===== src/rtl/range_peak_pkg.sv =====
// Shared types, constants and the saturating magnitude helper for range_peak_finder.
// RANGE_PEAK_NEIGHBORS_EN widens the result packet with the peak's neighbour magnitudes.
package range_peak_pkg;

`ifdef RANGE_PEAK_NEIGHBORS_EN
    typedef enum logic [2:0] {
        SCAN,
        DRAIN,
        REPORT_IDX,
        REPORT_MAG,
        REPORT_LEFT,
        REPORT_RIGHT
    } state_t;

    localparam int RESULT_BEATS = 4;
`else
    typedef enum logic [2:0] {
        SCAN,
        DRAIN,
        REPORT_IDX,
        REPORT_MAG
    } state_t;

    localparam int RESULT_BEATS = 2;
`endif

    localparam logic [15:0] NO_PEAK_IDX = 16'hFFFF;

    // The most negative input has no positive twin, so it clamps to the largest magnitude.
    function automatic logic [31:0] abs_sat(input logic signed [31:0] x);
        logic [31:0] result;
        if (x == 32'sh8000_0000) begin
            result = 32'h7FFF_FFFF;
        end else if (x[31]) begin
            result = unsigned'(-x);
        end else begin
            result = unsigned'(x);
        end
        return result;
    endfunction

endpackage


===== src/rtl/peak_tracker.sv =====
// Registered running-maximum tracker for one frame of magnitudes, with synchronous clear.
// RANGE_PEAK_NEIGHBORS_EN adds capture of the magnitudes either side of the current best bin.
module peak_tracker
    import range_peak_pkg::*;
#(
    parameter int SKIP_BINS = 16
) (
    input  logic        i_clk,
    input  logic        i_rst,
    input  logic        i_clear,
    input  logic        i_beat,
    input  logic [15:0] i_bin,
    input  logic [31:0] i_mag,
    output logic [31:0] o_best_mag,
    output logic [31:0] o_next_mag,
    output logic [15:0] o_next_idx
`ifdef RANGE_PEAK_NEIGHBORS_EN
    ,
    output logic [31:0] o_left_mag,
    output logic [31:0] o_right_mag
`endif
);

    localparam logic [15:0] SKIP16 = 16'(SKIP_BINS);

    logic [31:0] r_best_mag;
    logic [15:0] r_best_idx;
    logic        w_update;

    // Strictly-greater compare keeps the earliest bin on ties.
    assign w_update   = i_beat && (i_bin >= SKIP16) && (i_mag > r_best_mag);
    assign o_next_mag = w_update ? i_mag : r_best_mag;
    assign o_next_idx = w_update ? i_bin : r_best_idx;
    assign o_best_mag = r_best_mag;

    always_ff @(posedge i_clk or posedge i_rst) begin
        if (i_rst) begin
            r_best_mag <= '0;
            r_best_idx <= '0;
        end else if (i_clear) begin
            r_best_mag <= '0;
            r_best_idx <= '0;
        end else if (w_update) begin
            r_best_mag <= i_mag;
            r_best_idx <= i_bin;
        end
    end

`ifdef RANGE_PEAK_NEIGHBORS_EN
    logic [31:0] r_prev_mag;
    logic [31:0] r_left_mag;
    logic [31:0] r_right_mag;
    logic        r_wait_right;

    // The right neighbour arrives one beat after the peak; it stays 0 if no beat follows.
    always_ff @(posedge i_clk or posedge i_rst) begin
        if (i_rst) begin
            r_prev_mag   <= '0;
            r_left_mag   <= '0;
            r_right_mag  <= '0;
            r_wait_right <= 1'b0;
        end else if (i_clear) begin
            r_prev_mag   <= '0;
            r_left_mag   <= '0;
            r_right_mag  <= '0;
            r_wait_right <= 1'b0;
        end else if (i_beat) begin
            r_prev_mag <= i_mag;
            if (w_update) begin
                r_left_mag   <= r_prev_mag;
                r_right_mag  <= '0;
                r_wait_right <= 1'b1;
            end else if (r_wait_right) begin
                r_right_mag  <= i_mag;
                r_wait_right <= 1'b0;
            end
        end
    end

    assign o_left_mag  = r_left_mag;
    assign o_right_mag = r_right_mag;
`endif

endmodule


===== src/rtl/range_peak_finder.sv =====
// Per-frame peak search over an averaged AXI-Stream frame, reported as an (index, magnitude) packet.
// RANGE_PEAK_NEIGHBORS_EN extends the packet with the left and right neighbour magnitudes.
module range_peak_finder
    import range_peak_pkg::*;
#(
    parameter int          C_S00_AXIS_TDATA_WIDTH = 32,
    parameter int          C_M00_AXIS_TDATA_WIDTH = 32,
    parameter int          SAMPLES_PER_FRAME      = 6144,
    parameter int          SKIP_BINS              = 16,
    parameter logic [31:0] THRESHOLD              = 32'd64
) (
    input  logic                                s00_axis_aclk,
    input  logic                                s00_axis_areset,
    input  logic                                s00_axis_tvalid,
    input  logic                                s00_axis_tlast,
    input  logic [C_S00_AXIS_TDATA_WIDTH-1:0]   s00_axis_tdata,
    input  logic [(C_S00_AXIS_TDATA_WIDTH/8)-1:0] s00_axis_tstrb,
    output logic                                s00_axis_tready,
    input  logic                                m00_axis_tready,
    output logic                                m00_axis_tvalid,
    output logic                                m00_axis_tlast,
    output logic [C_M00_AXIS_TDATA_WIDTH-1:0]   m00_axis_tdata,
    output logic [(C_M00_AXIS_TDATA_WIDTH/8)-1:0] m00_axis_tstrb,
    output logic                                frame_error
);

    localparam logic [15:0] LAST_BIN  = 16'(SAMPLES_PER_FRAME - 1);
    localparam logic [1:0]  LAST_BEAT = 2'(RESULT_BEATS - 1);

    state_t r_state;
    state_t w_next_state;

    logic [15:0] r_bin_cnt;
    logic [1:0]  r_out_beat;
    logic [1:0]  w_out_beat_next;
    logic        r_s_tready;
    logic        r_m_tvalid;
    logic        r_m_tlast;
    logic        r_frame_error;
    logic [C_M00_AXIS_TDATA_WIDTH-1:0] r_m_tdata;
    logic [C_M00_AXIS_TDATA_WIDTH-1:0] w_m_tdata;

    logic        w_s_beat;
    logic        w_scan_beat;
    logic        w_m_hs;
    logic        w_clear;
    logic        w_frame_err;
    logic        w_next_report;
    logic [31:0] w_mag;
    logic [31:0] w_best_mag;
    logic [31:0] w_next_mag;
    logic [15:0] w_next_idx;
    logic        w_unused;
`ifdef RANGE_PEAK_NEIGHBORS_EN
    logic [31:0] w_left_mag;
    logic [31:0] w_right_mag;
`endif

    assign w_unused    = ^s00_axis_tstrb;
    assign w_s_beat    = s00_axis_tvalid && r_s_tready;
    assign w_scan_beat = w_s_beat && (r_state == SCAN);
    assign w_m_hs      = r_m_tvalid && m00_axis_tready;
    assign w_clear     = w_m_hs && r_m_tlast;
    assign w_mag       = abs_sat(s00_axis_tdata);

    peak_tracker #(
        .SKIP_BINS (SKIP_BINS)
    ) u_tracker (
        .i_clk      (s00_axis_aclk),
        .i_rst      (s00_axis_areset),
        .i_clear    (w_clear),
        .i_beat     (w_scan_beat),
        .i_bin      (r_bin_cnt),
        .i_mag      (w_mag),
        .o_best_mag (w_best_mag),
        .o_next_mag (w_next_mag),
        .o_next_idx (w_next_idx)
`ifdef RANGE_PEAK_NEIGHBORS_EN
        ,
        .o_left_mag (w_left_mag),
        .o_right_mag(w_right_mag)
`endif
    );

    always_ff @(posedge s00_axis_aclk or posedge s00_axis_areset) begin
        if (s00_axis_areset) begin
            r_state <= SCAN;
        end else begin
            r_state <= w_next_state;
        end
    end

    always_comb begin
        w_next_state = r_state;
        w_frame_err  = 1'b0;
        case (r_state)
            SCAN: begin
                if (w_s_beat) begin
                    if (s00_axis_tlast) begin
                        w_next_state = REPORT_IDX;
                        w_frame_err  = (r_bin_cnt != LAST_BIN);
                    end else if (r_bin_cnt == LAST_BIN) begin
                        w_next_state = DRAIN;
                        w_frame_err  = 1'b1;
                    end
                end
            end
            DRAIN: begin
                if (w_s_beat && s00_axis_tlast) begin
                    w_next_state = REPORT_IDX;
                end
            end
            REPORT_IDX: begin
                if (w_m_hs) begin
                    w_next_state = REPORT_MAG;
                end
            end
`ifdef RANGE_PEAK_NEIGHBORS_EN
            REPORT_MAG: begin
                if (w_m_hs) begin
                    w_next_state = REPORT_LEFT;
                end
            end
            REPORT_LEFT: begin
                if (w_m_hs) begin
                    w_next_state = REPORT_RIGHT;
                end
            end
            REPORT_RIGHT: begin
                if (w_m_hs) begin
                    w_next_state = SCAN;
                end
            end
`else
            REPORT_MAG: begin
                if (w_m_hs) begin
                    w_next_state = SCAN;
                end
            end
`endif
            default: begin
                w_next_state = SCAN;
            end
        endcase
    end

    // Outputs are registered from the next state so tvalid rises right after the final beat.
    always_comb begin
        w_next_report   = (w_next_state != SCAN) && (w_next_state != DRAIN);
        w_out_beat_next = '0;
        if (w_next_report) begin
            w_out_beat_next = w_m_hs ? (r_out_beat + 2'd1) : r_out_beat;
        end
        w_m_tdata = '0;
        case (w_next_state)
            REPORT_IDX: begin
                if (w_next_mag < THRESHOLD) begin
                    w_m_tdata = {16'd0, NO_PEAK_IDX};
                end else begin
                    w_m_tdata = {16'd0, w_next_idx};
                end
            end
            REPORT_MAG:   w_m_tdata = w_best_mag;
`ifdef RANGE_PEAK_NEIGHBORS_EN
            REPORT_LEFT:  w_m_tdata = w_left_mag;
            REPORT_RIGHT: w_m_tdata = w_right_mag;
`endif
            default:      w_m_tdata = '0;
        endcase
    end

    always_ff @(posedge s00_axis_aclk or posedge s00_axis_areset) begin
        if (s00_axis_areset) begin
            r_s_tready    <= 1'b1;
            r_m_tvalid    <= 1'b0;
            r_m_tlast     <= 1'b0;
            r_m_tdata     <= '0;
            r_frame_error <= 1'b0;
            r_out_beat    <= '0;
        end else begin
            r_s_tready    <= !w_next_report;
            r_m_tvalid    <= w_next_report;
            r_m_tlast     <= w_next_report && (w_out_beat_next == LAST_BEAT);
            r_m_tdata     <= w_m_tdata;
            r_frame_error <= w_frame_err;
            r_out_beat    <= w_out_beat_next;
        end
    end

    always_ff @(posedge s00_axis_aclk or posedge s00_axis_areset) begin
        if (s00_axis_areset) begin
            r_bin_cnt <= '0;
        end else if (w_clear) begin
            r_bin_cnt <= '0;
        end else if (w_scan_beat) begin
            r_bin_cnt <= r_bin_cnt + 16'd1;
        end
    end

    assign s00_axis_tready = r_s_tready;
    assign m00_axis_tvalid = r_m_tvalid;
    assign m00_axis_tlast  = r_m_tlast;
    assign m00_axis_tdata  = r_m_tdata;
    assign m00_axis_tstrb  = '1;
    assign frame_error     = r_frame_error;

endmodule

===== config.mk =====
export PLATFORM = sky130hd
export DESIGN_NAME = range_peak_finder
export DESIGN_NICKNAME = d
export VERILOG_FILES = /design/src/rtl/range_peak_pkg.sv /design/src/rtl/peak_tracker.sv /design/src/rtl/range_peak_finder.sv
export SDC_FILE = /design/constraint.sdc
export NUM_CORES = 1
export LEC_CHECK = 0
export BUFFER_PORTS_ARGS = -buffer_cell sky130_fd_sc_hd__buf_2
export CORE_ASPECT_RATIO = 1.25
export CORE_UTILIZATION = 55
export DETAILED_ROUTE_END_ITERATION = 7
export HOLD_SLACK_MARGIN = 0.06
export PLACE_DENSITY = 0.76
export SLEW_MARGIN = 10
export SYNTH_ARGS = -nofsm -noshare
export SYNTH_HDL_FRONTEND = slang
export SYNTH_HIERARCHICAL = 1
export SYNTH_SLANG_ARGS = --single-unit
export TNS_END_PERCENT = 10

===== constraint.sdc =====
create_clock -name s00_axis_aclk -period 5.4 [get_ports s00_axis_aclk]
set_input_delay 1.08 -clock s00_axis_aclk [delete_from_list [all_inputs] [get_ports s00_axis_aclk]]
set_output_delay 1.08 -clock s00_axis_aclk [all_outputs]
set_load 0.01 [all_outputs]

==> reports/metrics.cfg <==
[floorplanning]
die_h_um = 128
num_rows = 45
initial_core_util_pct = 57.1
dieWidth_um = 103
ios = 81
dieArea_um2 = 13200
coreArea_um2 = 12300

[layout]
area_delta_synth_final_pct = 30.7
mostFrequentLayoutCells = buf_4, nand2_1, dfrtp_1
layout_commonest_cell = buf_4
drive_gt1_share_pct = 35.5
diodes = 0
n_fill_cell = 842
fin_nets = 1001

[drt]
route.vias.total = 6458
met3_length_um = 918
dr.first_iter.drc_count = 388
ant_nets = 0
first_pass_iters = 6
wirelength_mm = 19.3
met2WireLength_mm = 10.1
met1Wirelength_mm = 7.67
wl_per_cell_um = 17.7
routed.top_layer = met4
drcViolationCount = 0
vias_per_cell = 5.90

[power]
p_int_mw = 1.40
combPwrFrac_pct = 22.2
report.power.total_mw = 1.98
p_per_area_nw_per_um2 = 216
p_seq_share_pct = 44.8
clkPwrFrac_pct = 33.0
switchingPower_mw = 0.579
peakVddDrop_uv = 173
leakage_nw = 4.42
swShare_pct = 29.3

[critical_path]
slowest_delay_ns = 0.53
worstPathRequired_ns = 5.66
startpoint_type = primary input
cp-end-kind = register
crit_fanout = 6
regToRegEndpoint = m00_axis_tdata[8]$_DFF_PP0_
setup.worst_path.end = m00_axis_tdata[8]$_DFF_PP0_
cp_num_buf_inv = 5
startpoint = s00_axis_tdata[22]
cpMaxStageDelayCell = or4_4
crit_path_frequent_cell = buf_4
r2r-start = s00_axis_tready$_DFF_PP1_
worstPathArrival_ns = 5.76
cp_num_cells = 22
r2r_setup_slack_ns = 1.36
path_delay_family = simple AND/OR/NAND/NOR gates
worstPathCellList = buf_2 > or4_4 > or3_4 > buf_4 > o41ai_4 > xor2_1 > nand2_1 > ha_1 > nand4_1 > nor4_4 > o21ai_2 > a31oi_4 > o21a_4 > buf_12 > buf_4 > mux2_2 > nor4_2 > nand3_1 > nor2_4 > buf_6 > nor2_1 > o21ai_1
crit_type = in -> reg
r2r_cells = 17

[sta]
fin_ws_ns = -0.0969
hold_viol_final = 0
drv_slew = 0
rsz0062_at_grt = true
worst_pin_slew_ns = 1.04
relSlewSlack_pct = 30.8
setup_viol = 16
hold_ws_ns = 0.473
finalCritPeriodShare_pct = 102
fmax_mhz = 182
fin_skew_ns = 0.00890
min_period_ns = 5.50

[placed_design]
post-place-ws_ns = -0.692
routabilityCongestion = 0.918
dp_hpwl_mm = 13.5
port_buffers = 72

[yosys]
synth_area_um2 = 7010
syn_inst = 742
yosysWarningCount = 6
synth_area_per_cell_um2 = 9.45

[job]
cap_violations = 0

[worst_hold_path]
min_path_type = reg -> reg

[cts]
clk_pin_slew_ns = 0.07
htreeDepth = 3
cts_sinks = 105
ctsLongestPathBuffers = 2
numCtsBuffers = 9
clk_latency_ns = 0.35
cts_tree = done
root_buffer = clkbuf_16

[global_route]
grt_pass1_vias = 6476
grt_start_max_net_pins = 66
antenna_found_initial = 0
track_usage_pct = 30.1
grt_remaining_overflow = 0
grt_pass1_wl_mm = 30.7

[outcome]
violations = setup timing
status = finished with violations

-- power by group through the flow --
stage | combinational [mW] | clock [mW] | sequential, mW
after global routing | 0.482 | 0.691 | 0.890
final | 0.438 | 0.653 | 0.885
after global placement | 0.361 | 0 | 0.892
after floorplan | 0.235 | 0 | 0.879
after CTS | 0.415 | 0.657 | 0.883
after detailed placement | 0.384 | 0 | 0.897
-- metrics by stage --
stage / TNS [ns] / util [%] / area [um^2] / cells
after floorplan: -0.0966 / - / 7090 / 745
after global placement: -7.32 / 67.7 / 8320 / 1047
after detailed placement: -10.10 / 67.7 / 8320 / 1047
after CTS: -0.639 / 72.9 / 8950 / 1082
after global routing: -3.83 / 74.7 / 9170 / 1094
final: -1.12 / 74.7 / 9170 / 1094
-- metal layers --
metal  vias up  global-route usage, %
met5         -                      0
met4         0                   13.3
met3        54                   3.71
met2       251                   52.5
met1      3134                   36.7
li1       3019                      -
-- flip-flops by register name, summed over array words and instances (netlist names) --
name                  flops
m00_axis_tdata           32
u_tracker/o_best_mag     32
r_bin_cnt                16
u_tracker/r_best_idx     16
r_state                   3
r_out_beat                2
frame_error               1
m00_axis_tlast            1
m00_axis_tvalid           1
s00_axis_tready           1
-- how the worst min path moves through the flow --
stage                                 start                       end  slack, ns  cells after the start
floorplan           r_out_beat[1]$_DFF_PP0_  m00_axis_tlast$_DFF_PP0_       0.43                      1
global placement    r_out_beat[1]$_DFF_PP0_  m00_axis_tlast$_DFF_PP0_       0.45                      1
detailed placement  r_out_beat[1]$_DFF_PP0_  m00_axis_tlast$_DFF_PP0_       0.46                      1
CTS                 r_out_beat[1]$_DFF_PP0_  m00_axis_tlast$_DFF_PP0_       0.48                      1
global route        r_out_beat[1]$_DFF_PP0_  m00_axis_tlast$_DFF_PP0_       0.49                      1
finish              r_out_beat[1]$_DFF_PP0_  m00_axis_tlast$_DFF_PP0_       0.47                      1
-- cell type report --
| class | instances | area [um^2] | area share (%) |
|---|---|---|---|
| flip-flops and latches | 105 | 2630 | 28.7 |
| well taps | 164 | 205 | 2.24 |
| multi-input cells | 544 | 4260 | 46.5 |
| repair buffers | 223 | 1620 | 17.6 |
| clock inverters | 5 | 65.1 | 0.710 |
| clock buffers | 10 | 229 | 2.50 |
| inverters | 43 | 161 | 1.76 |
-- timing repair --
item / 4_1_cts / 5_1_grt
pin swaps: 23 / 29
gates cloned: 0 / 2
buffers inserted: 20 / 10
resized for setup: 55 / 14
setup endpoints to repair: 16 / 16
hold buffers: 0 / 0
-- worst reg2reg max path, stage by stage, from the launching register on --
cell	delay (ns)
dfstp_2	0.56
nand2_1	0.08
or4_1	0.61
inv_1	0.12
buf_4	0.18
o31ai_1	0.15
a41o_2	0.28
a31oi_4	0.16
o21a_4	0.25
buf_12	0.14
buf_4	0.12
mux2_2	0.34
nor4_2	0.23
nand3_1	0.17
nor2_4	0.21
buf_6	0.13
nor2_1	0.04
o21ai_1	0.19
Note: power is estimated with default switching activity, not from simulation.
